File: src/rtl/dmi_arbiter.sv
// dmi_arbiter: shares one DMI target between two requesters with one transaction in flight.
// Optional REQ watchdog (TIMEOUT_CYCLES, timeout_err_o) is enabled by defining DMI_ARB_TIMEOUT_EN.
module dmi_arbiter #(
   parameter bit          RR_EN  = 1'b1,
   parameter int unsigned ADDR_W = 7,
   parameter int unsigned DATA_W = 32
`ifdef DMI_ARB_TIMEOUT_EN
   ,
   parameter int unsigned TIMEOUT_CYCLES = 1024
`endif
) (
   input  logic              clk,
   input  logic              rst_n,
   input  logic              m0_valid_i,
   input  logic              m0_write_en_i,
   input  logic [ADDR_W-1:0] m0_addr_i,
   input  logic [DATA_W-1:0] m0_wdata_i,
   output logic              m0_ready_o,
   output logic [DATA_W-1:0] m0_rdata_o,
   input  logic              m1_valid_i,
   input  logic              m1_write_en_i,
   input  logic [ADDR_W-1:0] m1_addr_i,
   input  logic [DATA_W-1:0] m1_wdata_i,
   output logic              m1_ready_o,
   output logic [DATA_W-1:0] m1_rdata_o,
   output logic              s_valid_o,
   output logic              s_write_en_o,
   output logic [ADDR_W-1:0] s_addr_o,
   output logic [DATA_W-1:0] s_wdata_o,
   input  logic              s_ready_i,
   input  logic [DATA_W-1:0] s_rdata_i,
   output logic              busy_o,
   output logic              timeout_err_o
);

   typedef enum logic [1:0] {ST_IDLE = 2'd0, ST_REQ = 2'd1, ST_RESP = 2'd2} state_e;

   state_e            state_q, state_d;
   logic              gnt_q, gnt_d, rr_ptr_q, rr_ptr_d;
   logic              s_valid_q, s_valid_d, s_we_q, s_we_d;
   logic [ADDR_W-1:0] s_addr_q, s_addr_d;
   logic [DATA_W-1:0] s_wdata_q, s_wdata_d;
   logic              m0_ready_q, m0_ready_d, m1_ready_q, m1_ready_d;
   logic [DATA_W-1:0] m0_rdata_q, m0_rdata_d, m1_rdata_q, m1_rdata_d;
   logic              busy_q, busy_d;
   logic              any_valid, pick, timeout_hit;
   logic [DATA_W-1:0] rsp_data;

   assign any_valid = m0_valid_i | m1_valid_i;

`ifdef DMI_ARB_TIMEOUT_EN
   localparam int unsigned CNT_W = 32;
   logic [CNT_W-1:0] cnt_q, cnt_d;
   logic             err_q, err_d;
   // The limit is hit in the REQ cycle that would be the TIMEOUT_CYCLES-th one.
   assign timeout_hit   = (state_q == ST_REQ) && (cnt_q == CNT_W'(TIMEOUT_CYCLES - 1));
   assign timeout_err_o = err_q;
`else
   assign timeout_hit   = 1'b0;
   assign timeout_err_o = 1'b0;
`endif

   // Winner when more than one requester is pending.
   always_comb begin
      pick = 1'b0;
      if (RR_EN) pick = (m0_valid_i && m1_valid_i) ? rr_ptr_q : m1_valid_i;
      else       pick = !m0_valid_i;
   end

   // Writes return zero; a watchdog expiry returns a poison pattern unless the target answered.
   always_comb begin
      rsp_data = s_we_q ? '0 : s_rdata_i;
      if (!s_ready_i && timeout_hit) rsp_data = DATA_W'(32'hDEAD_BEEF);
   end

   always_ff @(posedge clk or negedge rst_n) begin
      if (!rst_n) state_q <= ST_IDLE;
      else        state_q <= state_d;
   end

   always_comb begin
      state_d = state_q;
      case (state_q)
         ST_IDLE: if (any_valid) state_d = ST_REQ;
         ST_REQ:  if (s_ready_i || timeout_hit) state_d = ST_RESP;
         ST_RESP: state_d = ST_IDLE;
         default: state_d = ST_IDLE;
      endcase
   end

   always_comb begin
      gnt_d      = gnt_q;
      rr_ptr_d   = rr_ptr_q;
      s_valid_d  = s_valid_q;
      s_we_d     = s_we_q;
      s_addr_d   = s_addr_q;
      s_wdata_d  = s_wdata_q;
      m0_ready_d = 1'b0;
      m1_ready_d = 1'b0;
      m0_rdata_d = m0_rdata_q;
      m1_rdata_d = m1_rdata_q;
      busy_d     = (state_d != ST_IDLE);
`ifdef DMI_ARB_TIMEOUT_EN
      cnt_d      = cnt_q;
      err_d      = err_q;
`endif
      case (state_q)
         ST_IDLE: begin
            if (any_valid) begin
               gnt_d     = pick;
               s_valid_d = 1'b1;
               s_we_d    = pick ? m1_write_en_i : m0_write_en_i;
               s_addr_d  = pick ? m1_addr_i     : m0_addr_i;
               s_wdata_d = pick ? m1_wdata_i    : m0_wdata_i;
`ifdef DMI_ARB_TIMEOUT_EN
               cnt_d     = '0;
`endif
            end
         end
         ST_REQ: begin
`ifdef DMI_ARB_TIMEOUT_EN
            cnt_d = cnt_q + CNT_W'(1);
            if (timeout_hit && !s_ready_i) err_d = 1'b1;
`endif
            // Response registers load here so ready/rdata are visible during RESP.
            if (s_ready_i || timeout_hit) begin
               s_valid_d = 1'b0;
               if (gnt_q) begin
                  m1_ready_d = 1'b1;
                  m1_rdata_d = rsp_data;
               end else begin
                  m0_ready_d = 1'b1;
                  m0_rdata_d = rsp_data;
               end
            end
         end
         ST_RESP: rr_ptr_d = ~gnt_q;
         default: ;
      endcase
   end

   always_ff @(posedge clk or negedge rst_n) begin
      if (!rst_n) begin
         gnt_q      <= 1'b0;
         rr_ptr_q   <= 1'b0;
         s_valid_q  <= 1'b0;
         s_we_q     <= 1'b0;
         s_addr_q   <= '0;
         s_wdata_q  <= '0;
         m0_ready_q <= 1'b0;
         m1_ready_q <= 1'b0;
         m0_rdata_q <= '0;
         m1_rdata_q <= '0;
         busy_q     <= 1'b0;
`ifdef DMI_ARB_TIMEOUT_EN
         cnt_q      <= '0;
         err_q      <= 1'b0;
`endif
      end else begin
         gnt_q      <= gnt_d;
         rr_ptr_q   <= rr_ptr_d;
         s_valid_q  <= s_valid_d;
         s_we_q     <= s_we_d;
         s_addr_q   <= s_addr_d;
         s_wdata_q  <= s_wdata_d;
         m0_ready_q <= m0_ready_d;
         m1_ready_q <= m1_ready_d;
         m0_rdata_q <= m0_rdata_d;
         m1_rdata_q <= m1_rdata_d;
         busy_q     <= busy_d;
`ifdef DMI_ARB_TIMEOUT_EN
         cnt_q      <= cnt_d;
         err_q      <= err_d;
`endif
      end
   end

   assign s_valid_o    = s_valid_q;
   assign s_write_en_o = s_we_q;
   assign s_addr_o     = s_addr_q;
   assign s_wdata_o    = s_wdata_q;
   assign m0_ready_o   = m0_ready_q;
   assign m0_rdata_o   = m0_rdata_q;
   assign m1_ready_o   = m1_ready_q;
   assign m1_rdata_o   = m1_rdata_q;
   assign busy_o       = busy_q;

endmodule

File: config.mk
export PLATFORM = sky130hd
export DESIGN_NAME = dmi_arbiter
export DESIGN_NICKNAME = d
export VERILOG_FILES = /design/src/rtl/dmi_arbiter.sv
export SDC_FILE = /design/constraint.sdc
export NUM_CORES = 1
export LEC_CHECK = 0
export BUFFER_PORTS_ARGS = -buffer_cell sky130_fd_sc_hd__buf_2
export CORE_MARGIN = 2
export CORE_UTILIZATION = 44
export CTS_BUF_LIST = sky130_fd_sc_hd__clkbuf_4 sky130_fd_sc_hd__clkbuf_8 sky130_fd_sc_hd__clkbuf_16
export DETAILED_ROUTE_END_ITERATION = 7
export PLACE_DENSITY = 0.87
export RECOVER_POWER = 50
export SLEW_MARGIN = 15
export SYNTH_ARGS = -nofsm -noshare
export SYNTH_HDL_FRONTEND = slang
export SYNTH_SLANG_ARGS = --single-unit
export TNS_END_PERCENT = 100
File: constraint.sdc
create_clock -name clk -period 1.57 [get_ports clk]
set_clock_uncertainty 0.1 [all_clocks]
set_input_delay 0.157 -clock clk [delete_from_list [all_inputs] [get_ports clk]]
set_output_delay 0.157 -clock clk [all_outputs]
set_load 0.005 [all_outputs]
==> reports/metrics.json <==
{
  "finalHoldViolations": {"value": 0},
  "cell_chain_of_the_critical_path": {"value": "dlygate4sd3_1 -> clkbuf_1 -> nand4b_1 -> buf_12 -> nand2_1 -> o21ai_0"},
  "synthCells": {"value": 507},
  "setup_tns": {"value": 0, "unit": "ps"},
  "start_kind": {"value": "primary input"},
  "grt_start_max_net_pins": {"value": 66},
  "kind_of_cell_adding_the_most_delay_to_the_critical_path": {"value": "buffers and inverters"},
  "period_needed": {"value": 1410, "unit": "ps"},
  "half_perimeter_wire_length_after_placement": {"value": 9410, "unit": "um"},
  "die_h": {"value": 111, "unit": "um"},
  "synthToLayoutAreaGrowth": {"value": 36.0, "unit": "%"},
  "vias_per_cell": {"value": 5.16},
  "critical_path.slowest_cell": {"value": "sky130_fd_sc_hd__dlygate4sd3_1"},
  "total_of_flip_flops_plus_latches_after_synthesis": {"value": 112},
  "final_instance_count_excl_fillers": {"value": 884},
  "synth_edf_count": {"value": 0},
  "post-synth-top-count-cell": {"value": "sky130_fd_sc_hd__dfrtp_1"},
  "finish.net_count": {"value": 853},
  "tightestPinTransition": {"value": 645, "unit": "ps"},
  "start_util": {"value": 44.7, "unit": "%"},
  "netlist_area": {"value": 0.00504, "unit": "mm2"},
  "maxCapViolations": {"value": 0},
  "core_area": {"value": 0.0113, "unit": "mm2"},
  "rows": {"value": 39},
  "critical_path_arrival": {"value": 1520, "unit": "ps"},
  "ir_drop": {"value": 931, "unit": "uV"},
  "number_of_global_route_vias_before_repair": {"value": 4557},
  "crit_path_max_fanout": {"value": 65},
  "tritoncts": {"value": "built"},
  "postCtsSetupRepairBufs": {"value": 0},
  "clk_transition_reported_paths": {"value": 80, "unit": "ps"},
  "hold_path.class": {"value": "primary input to flip-flop"},
  "fin_ws": {"value": 156, "unit": "ps"},
  "max-clock-path-buffers": {"value": 2},
  "slowest_delay": {"value": 540, "unit": "ps"},
  "cts_made_buffers": {"value": 9},
  "avgRoutedWirePerCell": {"value": 15.3, "unit": "um"},
  "syn-mean-instance-area": {"value": 9.94, "unit": "um2"},
  "clock_tree.root_cell": {"value": "sky130_fd_sc_hd__clkbuf_16"},
  "max_freq": {"value": 707, "unit": "MHz"},
  "cts.htree.levels": {"value": 3},
  "netlist.top_cell.by_area": {"value": "sky130_fd_sc_hd__dfrtp_1"},
  "drt_iter0_drc": {"value": 371},
  "numPlacedInstances": {"value": 843},
  "via_count": {"value": 4562},
  "grt_first_pass_wirelength": {"value": 22500, "unit": "um"},
  "power.density": {"value": 1830, "unit": "mW/mm2"},
  "slew_viol_final": {"value": 0},
  "worst_setup_path_end_kind": {"value": "flip-flop"},
  "worst_case_setup_slack_after_placement": {"value": 189, "unit": "ps"},
  "antenna_left": {"value": 0},
  "detail_route.drc_violations": {"value": 0},
  "critical_path.n_buffers_inverters": {"value": 3},
  "max-slew-margin-rel": {"value": 57.0, "unit": "%"},
  "worst_skew_pair.late_latency": {"value": 330, "unit": "ps"},
  "die_width": {"value": 111, "unit": "um"},
  "totalWireLength": {"value": 13500, "unit": "um"},
  "synth-async-reset-ratio": {"value": 100, "unit": "%"},
  "synthTopCellsByArea": {"value": "sky130_fd_sc_hd__dfrtp_1 (56%), sky130_fd_sc_hd__a31oi_2 (9.9%), sky130_fd_sc_hd__o21ai_1 (5.4%)"},
  "syn-num-nets": {"value": 624},
  "pre_repair_dr_iteration_count": {"value": 4},
  "setup_violations": {"value": 0},
  "hold_slack": {"value": 13.6, "unit": "ps"},
  "synthDominantCellAreaShare": {"value": 55.6, "unit": "%"},
  "endpoint_required_time_on_the_critical_path": {"value": 1680, "unit": "ps"},
  "ys_seq_area_share": {"value": 55.6, "unit": "%"},
  "outcome": {"value": "finished clean"},
  "synthTopCellsByCount": {"value": "sky130_fd_sc_hd__dfrtp_1 (112), sky130_fd_sc_hd__nand2_1 (69), sky130_fd_sc_hd__o21ai_1 (54)"},
  "global_route.usage.total": {"value": 22.6, "unit": "%"},
  "critical_path_class": {"value": "primary input to flip-flop"},
  "finalCritPeriodShare": {"value": 90.1, "unit": "%"},
  "global_route.overflow_total": {"value": 0},
  "io-pin-count": {"value": 226},
  "static-leakage-power": {"value": 3.20, "unit": "nW"},
  "yosysWarnings": {"value": 0},
  "num_antenna_cells": {"value": 0},
  "cts.sinks": {"value": 112},
  "finalWeightedCongestion": {"value": 0.798},
  "share_of_cells_above_drive_strength_1": {"value": 38.5, "unit": "%"},
  "yosys.cell_types.count": {"value": 22},
  "die_area": {"value": 0.0123, "unit": "mm2"},
  "buffer_ports.inserted": {"value": 224},
  "grt_setup_unrepaired": {"value": "false"},
  "synth_ff_type": {"value": "sky130_fd_sc_hd__dfrtp_1"},
  "antenna_found_initial": {"value": 0}
}
[report_power, final]
group          switching [mW]  internal (mW)
Clock                    1.01           1.16
Sequential              0.794           4.31
Combinational            2.83           2.44
[worst paths after layout]
kind                         startpoint            end  slack (ps)  depth (start not counted)
min reg2reg                   s_valid_o      s_valid_o         380                          2
max in group asynchronous         rst_n  s_wdata_o[25]         290                          3
min in group asynchronous         rst_n  m0_rdata_o[7]         110                          2
max reg2reg                  state_q[0]  s_wdata_o[19]         180                          4
max                           s_ready_i  m1_rdata_o[7]         160                          6
min                        m0_addr_i[4]    s_addr_o[4]          10                          3
[cell usage in the layout (no fill, tap or decap), drive strengths merged]
cell type / n
or2: 1
nand3b: 1
conb: 1
nor2: 1
and2: 1
a21oi: 40
clkbuf: 30
nand2b: 35
nand4b: 1
clkinvlp: 4
buf: 225
nand3: 41
nand4bb: 1
nor2b: 1
nand2: 69
dlygate4sd3: 25
a31oi: 40
inv: 5
dfrtp: 112
o21ai: 107
[repair_timing]
| item | in CTS | in global routing |
|---|---|---|
| hold endpoints to repair | 154 | 0 |
| hold buffers | 25 | 0 |
| resized for setup | 0 | 0 |
[tightest hold or removal path, delay by kind of cell]
| family | cells | cell delay, ps |
|---|---|---|
| compound gates | 2 | 160 |
| buf+inv | 1 | 90 |
[layout make-up]
type	instances	area, um2
Clock inverter	4	30.0
Tap cell	143	179
Clock buffer	12	254
Multi-Input combinational cell	340	1990
Timing Repair Buffer	268	1580
Fill cell	956	4420
Inverter	5	18.8
Sequential cell	112	2800
[registers in the layout, summed over array words and instances, names as in the netlist]
register      flops
m1_ready_o        1
state_q           2
m0_ready_o        1
busy_o            1
m0_rdata_o       32
m1_rdata_o       32
gnt_q             1
s_valid_o         1
s_wdata_o        32
s_write_en_o      1
rr_ptr_q          1
s_addr_o          7
[metrics by stage]
step                instance area (um2)  total power [mW]  util (%)
finish                             6850              12.5      60.8
global route                       6850              13.5      60.8
CTS                                6890              12.7      61.1
detailed placement                 6360              10.5      56.4
global placement                   6360              10.2      56.4
floorplan                          5040              8.05         -
[cells by family after synthesis]
logic type / count (synthesis) / share of synthesized area, %
buf+inv: 55 / 5.16
flops: 112 / 55.6
simple gates: 152 / 14.6
compound gates: 187 / 24.5
other cells: 1 / 0.0744
[per-layer routing]
metal / part of all wire, % / track usage (%) / wire [um] / vias up
met5: 0 / 0 / 0 / -
met4: 1.6 / 6.50 / 210 / 0
met3: 7.1 / 5.30 / 952 / 17
met2: 50 / 38.4 / 6730 / 180
met1: 42 / 28.9 / 5610 / 2153
li1: - / - / - / 2212
No activity file was read; power rests on OpenSTA's default activity.
